File: config.mk
export PLATFORM = sky130hd
export DESIGN_NAME = ahb_slave_resp
export DESIGN_NICKNAME = d
export VERILOG_FILES = /design/src/rtl/ahb_slave_resp.sv
export SDC_FILE = /design/constraint.sdc
export NUM_CORES = 1
export LEC_CHECK = 0
export BUFFER_PORTS_ARGS = -buffer_cell sky130_fd_sc_hd__clkbuf_2
export CAP_MARGIN = 10
export CORE_ASPECT_RATIO = 2
export CORE_MARGIN = 2
export CORE_UTILIZATION = 62
export DETAILED_ROUTE_END_ITERATION = 6
export PLACE_DENSITY_LB_ADDON = 0.12
export SYNTH_ARGS = -nofsm -noshare
export SYNTH_HDL_FRONTEND = slang
export SYNTH_SLANG_ARGS = --single-unit
File: constraint.sdc
create_clock -name clk -period 24.4 [get_ports clk]
set_input_delay 4.88 -clock clk [delete_from_list [all_inputs] [get_ports clk]]
set_output_delay 4.88 -clock clk [all_outputs]
set_load 0.03 [all_outputs]
File: src/rtl/ahb_slave_resp.sv
// ----------------------------------------------------------------------------
// ahb_slave_resp
//
// AHB-Lite slave with a 16 x 32-bit memory window and a programmable number of
// wait states. Each accepted beat is decoded on its own: an out-of-window or
// misaligned/oversized beat gets the two-cycle ERROR response. A legal beat
// completes after WAIT_STATES low cycles of HREADYOUT.
//
// Parameters
//   WAIT_STATES  HREADYOUT-low cycles per OKAY transfer (0..7)
//   ADDR_BASE    base of the 64-byte window, decoded on HADDR[31:6]
//
// Ports
//   clk        clock, rising edge
//   reset      asynchronous active-high reset
//   HSEL       slave select
//   HADDR      address-phase byte address
//   HTRANS     transfer type (IDLE/BUSY/NONSEQ/SEQ)
//   HWRITE     1 = write
//   HSIZE      000 byte, 001 half, 010 word
//   HBURST     accepted and ignored
//   HWDATA     write data (data phase)
//   HREADY     bus-level ready
//   HREADYOUT  slave ready
//   HRESP      00 OKAY, 01 ERROR
//   HRDATA     read data
// ----------------------------------------------------------------------------
module ahb_slave_resp #(
    parameter int          WAIT_STATES = 1,
    parameter logic [31:0] ADDR_BASE   = 32'h0000_0000
) (
    input  logic        clk,
    input  logic        reset,
    input  logic        HSEL,
    input  logic [31:0] HADDR,
    input  logic [1:0]  HTRANS,
    input  logic        HWRITE,
    input  logic [2:0]  HSIZE,
    input  logic [2:0]  HBURST,
    input  logic [31:0] HWDATA,
    input  logic        HREADY,
    output logic        HREADYOUT,
    output logic [1:0]  HRESP,
    output logic [31:0] HRDATA
);

    typedef enum logic [1:0] {
        ST_IDLE,
        ST_WAIT,
        ST_ERR1,
        ST_ERR2
    } state_t;

    state_t      state_q, state_d;
    logic [2:0]  cnt_q, cnt_d;

    // Data-phase context captured at the address-phase edge.
    logic [5:0]  addr_q;
    logic        write_q;
    logic [1:0]  size_q;
    logic        valid_q;   // a legal data phase is in progress

    logic [31:0] mem_q [16];

    logic        slave_ready;
    logic        accept;
    logic        illegal;
    logic        wr_en;
    logic [3:0]  be;
    logic [31:0] rd_word;
    logic [31:0] wr_word;

    // Burst type carries no information for a beat-by-beat decoder.
    logic        unused_hburst;
    assign unused_hburst = ^HBURST;

    // Ready depends only on state, which keeps the accept path free of loops.
    assign slave_ready = (state_q == ST_IDLE) || (state_q == ST_ERR2);
    assign HREADYOUT   = slave_ready;
    assign HRESP       = ((state_q == ST_ERR1) || (state_q == ST_ERR2)) ? 2'b01 : 2'b00;

    // Address inputs while we hold HREADYOUT low are never sampled.
    assign accept = HSEL & HREADY & HTRANS[1] & slave_ready;

    always_comb begin
        illegal = 1'b0;
        if (HADDR[31:6] != ADDR_BASE[31:6])
            illegal = 1'b1;
        if (HSIZE[2] || (HSIZE == 3'b011))
            illegal = 1'b1;
        if ((HSIZE == 3'b001) && HADDR[0])
            illegal = 1'b1;
        if ((HSIZE == 3'b010) && (HADDR[1:0] != 2'b00))
            illegal = 1'b1;
    end

    // ------------------------------------------------------------------
    // FSM
    // ------------------------------------------------------------------
    always_ff @(posedge clk or posedge reset) begin
        if (reset) begin
            state_q <= ST_IDLE;
            cnt_q   <= 3'd0;
        end else begin
            state_q <= state_d;
            cnt_q   <= cnt_d;
        end
    end

    always_comb begin
        state_d = state_q;
        cnt_d   = cnt_q;
        case (state_q)
            ST_IDLE, ST_ERR2: begin
                state_d = ST_IDLE;
                if (accept) begin
                    if (illegal) begin
                        state_d = ST_ERR1;
                    end else if (WAIT_STATES > 0) begin
                        state_d = ST_WAIT;
                        cnt_d   = 3'(WAIT_STATES);
                    end
                end
            end
            ST_WAIT: begin
                // Leaving at count 1 gives exactly WAIT_STATES low cycles.
                if (cnt_q <= 3'd1) begin
                    state_d = ST_IDLE;
                    cnt_d   = 3'd0;
                end else begin
                    cnt_d = cnt_q - 3'd1;
                end
            end
            ST_ERR1: state_d = ST_ERR2;
            default: state_d = ST_IDLE;
        endcase
    end

    // ------------------------------------------------------------------
    // Data-phase context
    // ------------------------------------------------------------------
    always_ff @(posedge clk or posedge reset) begin
        if (reset) begin
            addr_q  <= 6'd0;
            write_q <= 1'b0;
            size_q  <= 2'd0;
            valid_q <= 1'b0;
        end else if (slave_ready) begin
            if (accept) begin
                addr_q  <= HADDR[5:0];
                write_q <= HWRITE;
                size_q  <= HSIZE[1:0];
                valid_q <= ~illegal;
            end else begin
                valid_q <= 1'b0;
            end
        end
    end

    // ------------------------------------------------------------------
    // Memory
    // ------------------------------------------------------------------
    assign rd_word = mem_q[addr_q[5:2]];

    always_comb begin
        be = 4'b0000;
        case (size_q)
            2'b00:   be = 4'b0001 << addr_q[1:0];
            2'b01:   be = addr_q[1] ? 4'b1100 : 4'b0011;
            2'b10:   be = 4'b1111;
            default: be = 4'b0000;
        endcase
    end

    // Merge the enabled lanes of HWDATA over the current word contents.
    generate
        for (genvar gi = 0; gi < 4; gi++) begin : g_lane
            assign wr_word[gi*8 +: 8] = be[gi] ? HWDATA[gi*8 +: 8] : rd_word[gi*8 +: 8];
        end
    endgenerate

    // Commit happens on the completing edge only, so a read accepted at the
    // same edge sees the new value in its own data phase.
    assign wr_en = valid_q & write_q & slave_ready;

    always_ff @(posedge clk or posedge reset) begin
        if (reset) begin
            for (int w = 0; w < 16; w++)
                mem_q[w] <= 32'd0;
        end else if (wr_en) begin
            mem_q[addr_q[5:2]] <= wr_word;
        end
    end

    assign HRDATA = (valid_q && !write_q && ((state_q == ST_IDLE) || (state_q == ST_WAIT)))
                    ? rd_word : 32'd0;

endmodule

==> impl_metrics.py <==
metrics = {
    "clock_tree": {
        "cts_hold_repair.buffers": 0,
        "cts.repair.resized": 0,
        "cts-root-buf": "clkbuf_16",
        "cts_made_buffers": 46,
        "cts.sinks": 527,
        "insertion_delay_ns": 0.57,
        "tritoncts": "yes",
        "cts_post_setup_buffers_inserted": 0,
        "htree_num_levels": 2,
        "clock_slew_at_reported_path_ffs_ns": 0.07,
        "maximum_clock_path_buffer_count": 3,
    },
    "worst_setup_path": {
        "path_cells": "buf_4, nand2b_1, buf_4, o22ai_1, a221oi_1, nor2_1, a211oi_1, clkbuf_2",
        "timing.rr.end": "mem_q[465]$_DFFE_PP0P_",
        "setup.worst_path.start_class": "flop",
        "timing.rr.start": "addr_q[5]$_DFFE_PP0P_",
        "timing.critical_path.from": "addr_q[3]$_DFFE_PP0P_",
        "critical_path_s_most_frequent_cell": "buf_4",
        "critical-path-slowest-cell": "dfrtp_2",
        "slowest_delay_ns": 0.84,
        "arrival_ns": 4.82,
        "worstSetupPathType": "flop to output pin",
        "worst-r2r-setup-slack_ns": 19.60,
        "reg2regPathDepth": 7,
        "critPathCaptureType": "output pin",
        "critical_path_peak_fanout": 44,
        "critical_path_required_ns": 19.52,
    },
    "floorplan": {
        "die-area_um2": 40350,
        "floorplan.core_area_um2": 38040,
        "fp_rows": 101,
        "fp.dieW_um": 143.0,
        "die-height_um": 282.1,
        "initial_core_util_pct": 63.02,
        "top_level_ports": 112,
    },
    "timing": {
        "clock_skew_ns": 0.01763,
        "worst_slack_ns": 14.70,
        "max_freq_mhz": 103.1,
        "layout_worst_path_cycle_share_pct": 39.77,
        "slew_violations": 0,
        "setup_total_negative_slack_ns": 0,
        "finish_stage_setup_viols": 0,
        "tightestPinTransition_ns": 1.370,
        "slew_headroom_pct": 8.661,
        "hold_viol_final": 0,
        "time_the_final_worst_path_needs_with_i_o_delays_and_setup_ns": 9.703,
        "setup_repair_after_global_routing_missed_its_margin": "false",
    },
    "global_routing": {
        "grt_use_met3_pct": 4.181,
        "globalRouteMet1Util_pct": 40.93,
        "largest_net_degree_at_the_start_of_global_routing": 205,
        "grt_use_total_pct": 31.46,
        "gr-usage-met2_pct": 54.19,
        "number_of_global_route_vias_before_repair": 18354,
        "grt_antenna_before_repair": 0,
        "grt_busiest_layer": "met2",
        "global_route.overflow_total": 0,
        "global_route_wire_length_before_repair_mm": 98.55,
    },
    "detailed_routing": {
        "drt_first_pass_iters": 6,
        "dr.first_iter.drc_count": 1518,
        "route.detailed.drc": 0,
        "antenna_violating_nets_post_route": 0,
        "dr_total_vias": 18089,
        "drt_wl_total_mm": 61.77,
        "via_per_inst": 6.336,
        "wire_per_inst_um": 21.64,
    },
    "status": {
        "run_status": "completed",
    },
    "yosys": {
        "ys_ff_latch": 527,
        "synthesis.area_per_instance_um2": 10.43,
        "synth-edff-count": 0,
        "ys_seq_area_share_pct": 55.01,
        "synth_nets": 2381,
        "async_flop_share_pct": 100.0,
        "synthFlopType": "dfrtp_1",
        "ys.warnings.count": 0,
        "post_synth_num_cell_types": 46,
        "syn_area_um2": 23970,
        "synthesis.instances": 2298,
    },
    "final_layout": {
        "layout_commonest_cell": "dfrtp_1",
        "antenna_cells": 0,
        "finalInstanceArea_um2": 26330,
        "layout.cells.most_common_list": "523 x dfrtp_1, 423 x nor2_1, 261 x a21oi_1",
        "layout-drive-gt1-share_pct": 17.35,
        "syn_to_final_growth_pct": 9.812,
        "layout.nets": 2386,
    },
    "placed_design": {
        "io_buffer_count": 106,
        "placement.cell_area_um2": 24810,
        "pre_cts_slack_ns": 15.31,
        "gpl.final_weighted_congestion": 0.8127,
        "dp_hpwl_mm": 38.16,
    },
    "worst_hold_path": {
        "worst_hold_startpoint": "mem_q[402]$_DFFE_PP0P_",
        "min_delay_worst_endpoint": "mem_q[402]$_DFFE_PP0P_",
        "worst_min_path_class": "flop to flop",
        "timing.hold.worst_path_depth": 2,
    },
    "power": {
        "power.density_cell_area_nw_per_um2": 74.50,
        "max-vdd-ir-drop_uv": 68.34,
        "p_leak_nw": 9.926,
    },
    "flow_run": {
        "drv_cap": 0,
    },
}
==> state kept, by name, indices dropped and copies added (netlist names) <==
name	flops
size_q	2
mem_q	512
addr_q	6
valid_q	1
state_q	2
write_q	1
cnt_q	3
==> through the flow <==
stage | power [mW] | instances | utilization, % | hold WS [ns]
floorplan | 1.140 | 2298 | - | 0.4460
global placement | 1.231 | 2770 | 65.22 | 0.4571
detailed placement | 1.238 | 2770 | 65.22 | 0.4669
CTS | 1.968 | 2855 | 69.21 | 0.4822
global route | 2.029 | 2855 | 69.21 | 0.4961
finish | 1.961 | 2855 | 69.21 | 0.4777
==> how the worst max path moves through the flow <==
stage	end	slack [ns]	depth (start not counted)
2_1_floorplan	addr_q[0]$_DFFE_PP0P_	4.79	1
3_3_place_gp	HRDATA[28]	15.26	8
3_5_place_dp	HRDATA[28]	15.31	8
4_1_cts	HRDATA[28]	14.70	8
5_1_grt	HRDATA[28]	14.46	8
6_report	HRDATA[28]	14.70	8
==> where the power goes <==
part	switching, mW	total [mW]	internal, mW
Clock	0.324	0.735	0.412
Sequential	0.0207	0.898	0.877
Combinational	0.239	0.327	0.0881
Total	0.584	1.96	1.38
==> area by class of cell <==
cell class / instances / area (µm²)
clock inverter: 16 / 143.9
inverter: 10 / 45.04
fill: 2794 / 11710
clock buffer: 69 / 1371
tap: 515 / 644.4
multi-input combinational: 1573 / 10080
timing repair buffer: 145 / 848.3
sequential: 527 / 13200
==> per-layer routing <==
layer | routed length [µm] | up-vias
met3 | 4008 | 149
met1 | 24010 | 9012
met5 | 0 | -
li1 | - | 8242
met4 | 2215 | 0
met2 | 31540 | 686
==> worst max-delay path: cells and delay by family (launching register included) <==
kind,cells,cell delay (ns)
buf+inv,3,1.42
flops,1,0.84
simple gates,2,0.87
compound gates,3,1.03
==> cells by family after synthesis <==
family / after synthesis / synth area share (%)
multiplexers: 244 / 13.98
flip-flops: 527 / 55.01
AND/OR/NAND/NOR: 658 / 10.78
other: 1 / 0.01564
adder cells (fa/ha/maj): 6 / 0.3131
AO/OA/AOI/OAI: 664 / 16.49
buffers and inverters: 198 / 3.413
==> Yosys cell counts (2+ instances only) <==
cell type  instances  area share (%)
buf_1              8            0.13
ha_1               6            0.31
mux2_2            83             3.9
and3b_1            2           0.073
nor4_1             6            0.16
nand2b_1           3           0.078
a221oi_1          31             1.1
nand4_1            2           0.052
mux4_2            64             6.0
o21ai_0          135             2.8
mux2i_1           96             4.0
a21o_1             3           0.094
clkbuf_1         136             2.1
dfrtp_1          527              55
a21oi_1          261             5.4
o22ai_1           32            0.84
buf_2             36            0.75
nand3_1           17            0.35
buf_4              8            0.25
a31oi_1          129             3.4
a221oi_2          15            0.94
a22oi_1           33             1.0
a211oi_1          15            0.47
o21bai_1           2           0.063
nand2_1          163             2.6
nor2_1           436             6.8
nor3_1            17            0.35
or3_1              4            0.10
and2_1             3           0.078
inv_1              9            0.14
Note: power is estimated with default switching activity, not from simulation.
